<file path="src/rtl/ex_div_unit.sv">
// Iterative radix-2 restoring divider (DIV/DIVU) for the EX stage; stalls IF..EX while busy.
// Optional macro DIV_EARLY_OUT_EN: finish in one cycle when |b| >= |a|.
module ex_div_unit #(
  parameter int unsigned WIDTH = 32
) (
  input  logic             clk,
  input  logic             resetn,
  input  logic             div_start,
  input  logic             div_signed,
  input  logic [WIDTH-1:0] div_src_a,
  input  logic [WIDTH-1:0] div_src_b,
  input  logic             div_cancel,
  output logic             stallreq_for_ex,
  output logic             div_valid,
  output logic [WIDTH-1:0] div_hi,
  output logic [WIDTH-1:0] div_lo
);

  localparam int unsigned CW       = (WIDTH > 1) ? $clog2(WIDTH) : 1;
  localparam logic [CW-1:0] CNT_LAST = CW'(WIDTH - 1);

  typedef enum logic [1:0] {
    S_IDLE    = 2'd0,
    S_DIVZERO = 2'd1,
    S_ON      = 2'd2,
    S_END     = 2'd3
  } state_e;

  state_e           state;
  state_e           state_nxt;
  logic [CW-1:0]    cnt;
  logic [WIDTH-1:0] quo;
  logic [WIDTH-1:0] rem;
  logic [WIDTH-1:0] divisor;
  logic             sign_q;
  logic             sign_r;

  // Operand conditioning, only meaningful while IDLE
  logic             a_neg;
  logic             b_neg;
  logic [WIDTH-1:0] abs_a;
  logic [WIDTH-1:0] abs_b;
  logic             b_zero;
  logic             kill;

  assign a_neg  = div_signed & div_src_a[WIDTH-1];
  assign b_neg  = div_signed & div_src_b[WIDTH-1];
  assign abs_a  = a_neg ? (WIDTH'(0) - div_src_a) : div_src_a;
  assign abs_b  = b_neg ? (WIDTH'(0) - div_src_b) : div_src_b;
  assign b_zero = (div_src_b == '0);
  assign kill   = div_cancel | ~div_start;

`ifdef DIV_EARLY_OUT_EN
  logic abs_eq;
  logic early_hit;
  assign abs_eq    = (abs_a == abs_b);
  assign early_hit = (abs_b >= abs_a);
`endif

  // One restoring shift-subtract step; rem < divisor keeps trial within WIDTH+1 bits
  logic [WIDTH:0]   trial;
  logic [WIDTH:0]   diff;
  logic             q_bit;
  logic [WIDTH-1:0] rem_step;
  logic [WIDTH-1:0] quo_step;

  assign trial    = {rem, quo[WIDTH-1]};
  assign diff     = trial - {1'b0, divisor};
  assign q_bit    = ~diff[WIDTH];
  assign rem_step = q_bit ? diff[WIDTH-1:0] : trial[WIDTH-1:0];
  assign quo_step = {quo[WIDTH-2:0], q_bit};

  // State register
  always_ff @(posedge clk or negedge resetn) begin
    if (!resetn) state <= S_IDLE;
    else         state <= state_nxt;
  end

  // Next-state logic; cancel or a vanished instruction always returns to IDLE
  always_comb begin
    state_nxt = state;
    unique case (state)
      S_IDLE: begin
        if (div_start && !div_cancel) begin
          if (b_zero) state_nxt = S_DIVZERO;
`ifdef DIV_EARLY_OUT_EN
          else if (early_hit) state_nxt = S_END;
`endif
          else state_nxt = S_ON;
        end
      end
      S_DIVZERO: state_nxt = kill ? S_IDLE : S_END;
      S_ON: begin
        if (kill)                 state_nxt = S_IDLE;
        else if (cnt == CNT_LAST) state_nxt = S_END;
      end
      S_END:   state_nxt = S_IDLE;
      default: state_nxt = S_IDLE;
    endcase
  end

  // Output/control decode: datapath enables and the unsigned result about to be published
  logic             load_op;
  logic             step_en;
  logic             res_load;
  logic [WIDTH-1:0] res_q;
  logic [WIDTH-1:0] res_r;
  logic             res_sq;
  logic             res_sr;

  always_comb begin
    load_op  = 1'b0;
    step_en  = 1'b0;
    res_load = (state_nxt == S_END);
    res_q    = quo_step;
    res_r    = rem_step;
    res_sq   = sign_q;
    res_sr   = sign_r;
    unique case (state)
      S_IDLE: begin
        load_op = (state_nxt == S_ON);
`ifdef DIV_EARLY_OUT_EN
        res_q   = abs_eq ? WIDTH'(1) : '0;
        res_r   = abs_eq ? '0 : abs_a;
        res_sq  = a_neg ^ b_neg;
        res_sr  = a_neg;
`endif
      end
      S_DIVZERO: begin
        res_q = '0;
        res_r = '0;
      end
      S_ON:    step_en = (state_nxt != S_IDLE);
      default: ;
    endcase
  end

  // Iteration datapath
  always_ff @(posedge clk or negedge resetn) begin
    if (!resetn) begin
      cnt     <= '0;
      quo     <= '0;
      rem     <= '0;
      divisor <= '0;
      sign_q  <= 1'b0;
      sign_r  <= 1'b0;
    end else if (load_op) begin
      cnt     <= '0;
      quo     <= abs_a;
      rem     <= '0;
      divisor <= abs_b;
      sign_q  <= a_neg ^ b_neg;
      sign_r  <= a_neg;
    end else if (step_en) begin
      cnt     <= cnt + CW'(1);
      quo     <= quo_step;
      rem     <= rem_step;
    end
  end

  // Result registers: written only on entry to END, held otherwise
  always_ff @(posedge clk or negedge resetn) begin
    if (!resetn) begin
      div_valid <= 1'b0;
      div_hi    <= '0;
      div_lo    <= '0;
    end else begin
      div_valid <= res_load;
      if (res_load) begin
        div_lo <= res_sq ? (WIDTH'(0) - res_q) : res_q;
        div_hi <= res_sr ? (WIDTH'(0) - res_r) : res_r;
      end
    end
  end

  // Combinational stall request; drops in END so EX advances with the result
  assign stallreq_for_ex = resetn & div_start & (state != S_END);

endmodule

</file>
<file path="config.mk">
export PLATFORM = sky130hd
export DESIGN_NAME = ex_div_unit
export DESIGN_NICKNAME = d
export VERILOG_FILES = /design/src/rtl/ex_div_unit.sv
export SDC_FILE = /design/constraint.sdc
export NUM_CORES = 1
export LEC_CHECK = 0
export ABC_AREA = 0
export CORE_ASPECT_RATIO = 2
export CORE_UTILIZATION = 35
export DETAILED_ROUTE_END_ITERATION = 10
export PLACE_DENSITY = 0.52
export SETUP_SLACK_MARGIN = 0.02
export SLEW_MARGIN = 40
export SYNTH_ARGS = -nofsm -noshare
export SYNTH_HDL_FRONTEND = slang
export SYNTH_SLANG_ARGS = --single-unit
export TNS_END_PERCENT = 5
</file>
<file path="constraint.sdc">
create_clock -name clk -period 6.77 [get_ports clk]
set_input_delay 2.031 -clock clk [delete_from_list [all_inputs] [get_ports clk]]
set_output_delay 2.031 -clock clk [all_outputs]
set_load 0.05 [all_outputs]
</file>
# Yosys cells after proc, flatten, opt, wreduce, memory -nomap -nowiden
# Cells that the tools add are included.
# Widths: inputs -> output; s select.
[op_classes]
n_addsub = 6
n_mux = 21
n_bitwise = 8
eq_ne = 7
n_reduce_logical = 6
[op_table]
columns = ["op", "count"]
rows = [
  ["$mux 32", 11],
  ["$sub 1x32->32 const A", 4],
  ["$sub 33x32->33", 1],
  ["$logic_not 32->1", 1],
  ["$mux 2", 5],
  ["$mux 5", 2],
  ["$eq 2x2->1 const B", 4],
  ["$pmux 2 s4", 1],
  ["$add 5x1->5 const B", 1],
  ["$eq 5x5->1 const B", 1],
  ["$and 1x1->1", 4],
  ["$reduce_bool 2->1", 2],
  ["$eq 2x1->1 const B", 1],
  ["$logic_not 2->1", 1],
  ["$mux 1", 2],
  ["$ne 2x2->1 const B", 1],
  ["$not 1->1", 2],
  ["$logic_and 1x1->1", 1],
  ["$logic_not 1->1", 1],
  ["$or 1x1->1", 1],
  ["$xor 1x1->1", 1],
]
[totals]
input_bits = 69
output_inout_bits = 66
ff_bits = 170
wordCells = 58

# Depth between registers and ports, before layout
[logic_depth]
ltp_word = 8
depth_mapped = 22

# Worst setup path before layout
# OpenSTA, ideal clock, no wires.
[synth_timing]
path_kind = "register to register"
from = "register quo[31]"
to = "register div_hi[30]"
path_stages_with_launch = 22
period_less_slack_ns = 5.005
t_arrival_ns = 4.874
setup_ns = 0.132
slack_ns = 1.765
t_required_ns = 6.638
path_cell_list = "dfrtp_1 > inv_1 > ha_1 > fa_1 > nor2b_1 > o31a_4 > o2111ai_2 > a211oi_2 > a211o_1 > buf_6 > clkbuf_1 > clkbuf_1 > buf_1 > nor2_1 > a21oi_1 > or2_2 > ha_1 > o221ai_1 > or4_1 > o41a_1 > mux2_2 > nand4_1"
[synth_between]
elab_chain_len = 5
[synth_rtl]
columns = ["item", "line_no", "source"]
rows = [
  ["start, declared", "32", "logic [WIDTH-1:0] quo;"],
  ["start signal, assigned", "149", "quo <= abs_a;"],
  ["start signal, assigned", "156", "quo <= quo_step;"],
  ["$sub 33x32->33", "68", "assign diff = trial - {1'b0, divisor};"],
  ["$mux 32 (*)", "70", "assign rem_step = q_bit ? diff[WIDTH-1:0] : trial[WIDTH-1:0];"],
  ["$mux 32 (*)", "119", "unique case (state)"],
  ["$sub 1x32->32", "171", "div_hi <= res_sr ? (WIDTH'(0) - res_r) : res_r;"],
  ["$mux 32 (*)", "171", ""],
  ["end signal, assigned", "171", ""],
  ["end, declared", "15", "output logic [WIDTH-1:0] div_hi,"],
]
# Every way passes the cells marked *; elsewhere a longest branch is shown, timed or not.
# A chain may end at the register's enable or synchronous reset.

# Worst setup path in the final report
[layout_timing]
from = "input div_start"
to = "output stallreq_for_ex"
[layout_between]
elab_chain_len = 2
[layout_rtl]
columns = ["item", "line_no", "source"]
rows = [
  ["start, declared", "8", "input logic div_start,"],
  ["$and 1x1->1 (2 in series)", "177", "assign stallreq_for_ex = resetn & div_start & (state != S_END);"],
  ["end, declared", "13", "output logic stallreq_for_ex,"],
]
# Every way passes these cells.

==> results.cfg <==
[place]
hpwl_um = 34300
port_buffers = 134
dp_slack_ns = 0.807
placed_cell_area_mm2 = 0.0142
gp_congestion = 0.948

[grt]
grt_pass1_vias = 11296
grt_max_degree = 72
antenna_found_initial = 0
grt_use_total_pct = 24.3
grt_pass1_wl_um = 65200
grt_overflow = 0

[timing]
fin_setup_tns_ns = 0
worst_slew_pin_slew_ns = 0.813
slew_violations = 0
fin_crit_ns = 5.50
timing.hold.ws_ns = 0.478
clock_skew_ns = 0.0153
rsz0062_at_grt = false
max_freq_mhz = 182
setup_viol = 0
relSlewSlack_pct = 45.8
hold_viol = 0
setup_ws_ns = 1.27
fin_crit_sh_pct = 81.2

[routing]
wl_um = 43300
ant_nets = 0
drtPass1Iterations = 5
drt-wirelength-per-cell_um = 20.4
drc = 0
vias_per_cell = 5.56
vias = 11826
drtIter0Drc = 643

[finish]
layout-drive-gt1-share_pct = 5.23
fillers = 3620
stdcell_area_mm2 = 0.0147
area_growth_pct = 18.8
seqCellArea_mm2 = 0.00426
antennaDiodeCount = 0
nets = 1779
multi_input_area_mm2 = 0.00763

[setup_path]
critPathMaxFanout = 3
arrival_ns = 3.46
critPathRequiredTime_ns = 4.74
crit_top_cell = clkdlybuf4s50_1
startpoint_type = input pin
cp-end-kind = primary output
crit_chain = clkdlybuf4s50_1 > and3_1 > clkdlybuf4s50_1
rrSetupSlack_ns = 1.48
critPathKind = in -> out
critPathMaxStageDelay_ns = 0.79
crit_slowest_cell = clkdlybuf4s50_1

[synthesis]
ys_seq_area_share_pct = 34.3
ys_ff_latch = 170
synth_edf_count = 0
ys.flop_type = dfrtp_1
syn_area_per_cell_um2 = 7.83
syn-instance-count = 1582
synth_nets = 1690
synth-async-reset-ratio_pct = 100
synth_cell_types = 87
yosysWarnings = 0
synth_area_mm2 = 0.0124
synth_top_area_cell = dfrtp_1
synth_top_cell_area_share_pct = 34.3
synth.area.top_cells = dfrtp_1 (34%), nand2_1 (8.0%), o21ai_0 (7.4%)

[clocking]
clk_latency_ns = 0.46
cts_buffers = 17
cts_tree = done
clockRootBuffer = clkbuf_16
cts_setup_buffers = 0
clk_pin_slew_ns = 0.06
post_cts_resized = 0
cts_max_level = 4
cts-hold-fix-buffers = 0
clock_path_buffers = 2
cts_sinks = 170

[outcome]
status = finished clean

[die]
die_y_um = 268
fp-row-count = 97
die-area_mm2 = 0.0362
ios = 135
die_width_um = 135
core_mm2 = 0.0350
initial_utilization_pct = 35.4

[flow_run]
maxCapViolCount = 0

[power]
power.total_mw = 4.22
peakVddDrop_v = 0.000194
leakagePower_nw = 6.21
power.density_mw_per_mm2 = 287

[min_path]
hold_path_class = reg -> reg
-- through the flow --
step                utilization (%)  cells
detailed placement             40.5   2097
global placement               40.5   2096
CTS                            42.1   2127
floorplan                         -   1582
global route                   42.1   2127
finish                         42.1   2127
-- worst paths after layout --
check / cells past startpoint / to / from
setup / recovery: 3 / stallreq_for_ex / div_start
hold / removal: 2 / div_lo[21] / div_lo[21]
setup reg to reg: 16 / div_hi[31] / quo[31]
hold reg to reg: 2 / div_lo[21] / div_lo[21]
max in group asynchronous: 3 / res_sq / resetn
min in group asynchronous: 1 / div_hi[6] / resetn
-- logic make-up (layout without fill, tap and decap cells) --
| kind of cell | count (synthesis) | in the layout | synth area share [%] |
|---|---|---|---|
| and+or+nand+nor | 626 | 626 | 23.2 |
| adders and majority gates | 39 | 39 | 4.00 |
| muxes | 24 | 24 | 1.96 |
| AOI/OAI and AO/OA | 460 | 460 | 23.3 |
| DFF | 170 | 170 | 34.3 |
| buffers and inverters | 139 | 239 | 4.38 |
| xor gates and xnor gates | 124 | 124 | 8.77 |
-- metal layers --
metal | track usage [%] | up-vias | part of all wire [%]
met5 | 0 | - | 0
met4 | 17.4 | 0 | 7.0
met3 | 2.74 | 106 | 2.4
met2 | 46.9 | 301 | 56
met1 | 23.4 | 5618 | 35
li1 | - | 5801 | -
-- cell usage after synthesis (all sizes together) (5+ instances only) --
master	number
a31oi	39
buf	21
a41oi	5
o211ai	13
inv	52
o41ai	9
nor2	137
or2	8
nor4	21
clkbuf	66
nand4	14
or4	12
nand3	49
o21bai	6
nor2b	9
o21ai	190
o21a	12
xor2	70
ha	38
a22oi	5
nand2b	9
a21boi	5
nor3	41
xnor2	54
or3	15
mux2i	22
a21o	10
o31ai	30
and3	11
and4	5
o2111ai	5
and2	14
nand2	265
a21oi	84
a211oi	12
dfrtp	170
-- final cells by class --
class / count / area share, %
Tap cell: 445 / 3.78
Multi-Input combinational cell: 1273 / 51.8
Clock inverter: 7 / 0.468
Sequential cell: 170 / 28.9
Inverter: 52 / 1.33
Timing Repair Buffer: 157 / 10.4
Clock buffer: 23 / 3.25
-- critical path: cells and delay by family --
kind / cells / cell delay, ns
buffers and inverters: 2 / 1.28
and+or+nand+nor: 1 / 0.15
-- cell usage in the layout (no fill, tap or decap), types with 49 or more instances in the layout --
cell and n:
nor2_1 137, clkdlybuf4s50_1 133, a21oi_1 83, xnor2_1 54
nand2_1 262, nand3_1 49, dfrtp_1 169, o21ai_0 181
inv_1 52, xor2_1 70
-- state kept, by name, summed over array words and instances, names as in the netlist --
name and flops:
div_lo 32, quo 32, div_hi 32, divisor 32, div_valid 1, cnt 5
rem 32, res_sq 1, res_sr 1, state 2
-- where the power goes --
| group | switching (mW) | internal, mW | total, mW |
|---|---|---|---|
| clock | 0.420 | 0.530 | 0.950 |
| combinational | 1.23 | 0.731 | 1.96 |
| sequential | 0.186 | 1.12 | 1.31 |
| total | 1.84 | 2.39 | 4.22 |
(Power assumes the default switching activity.)
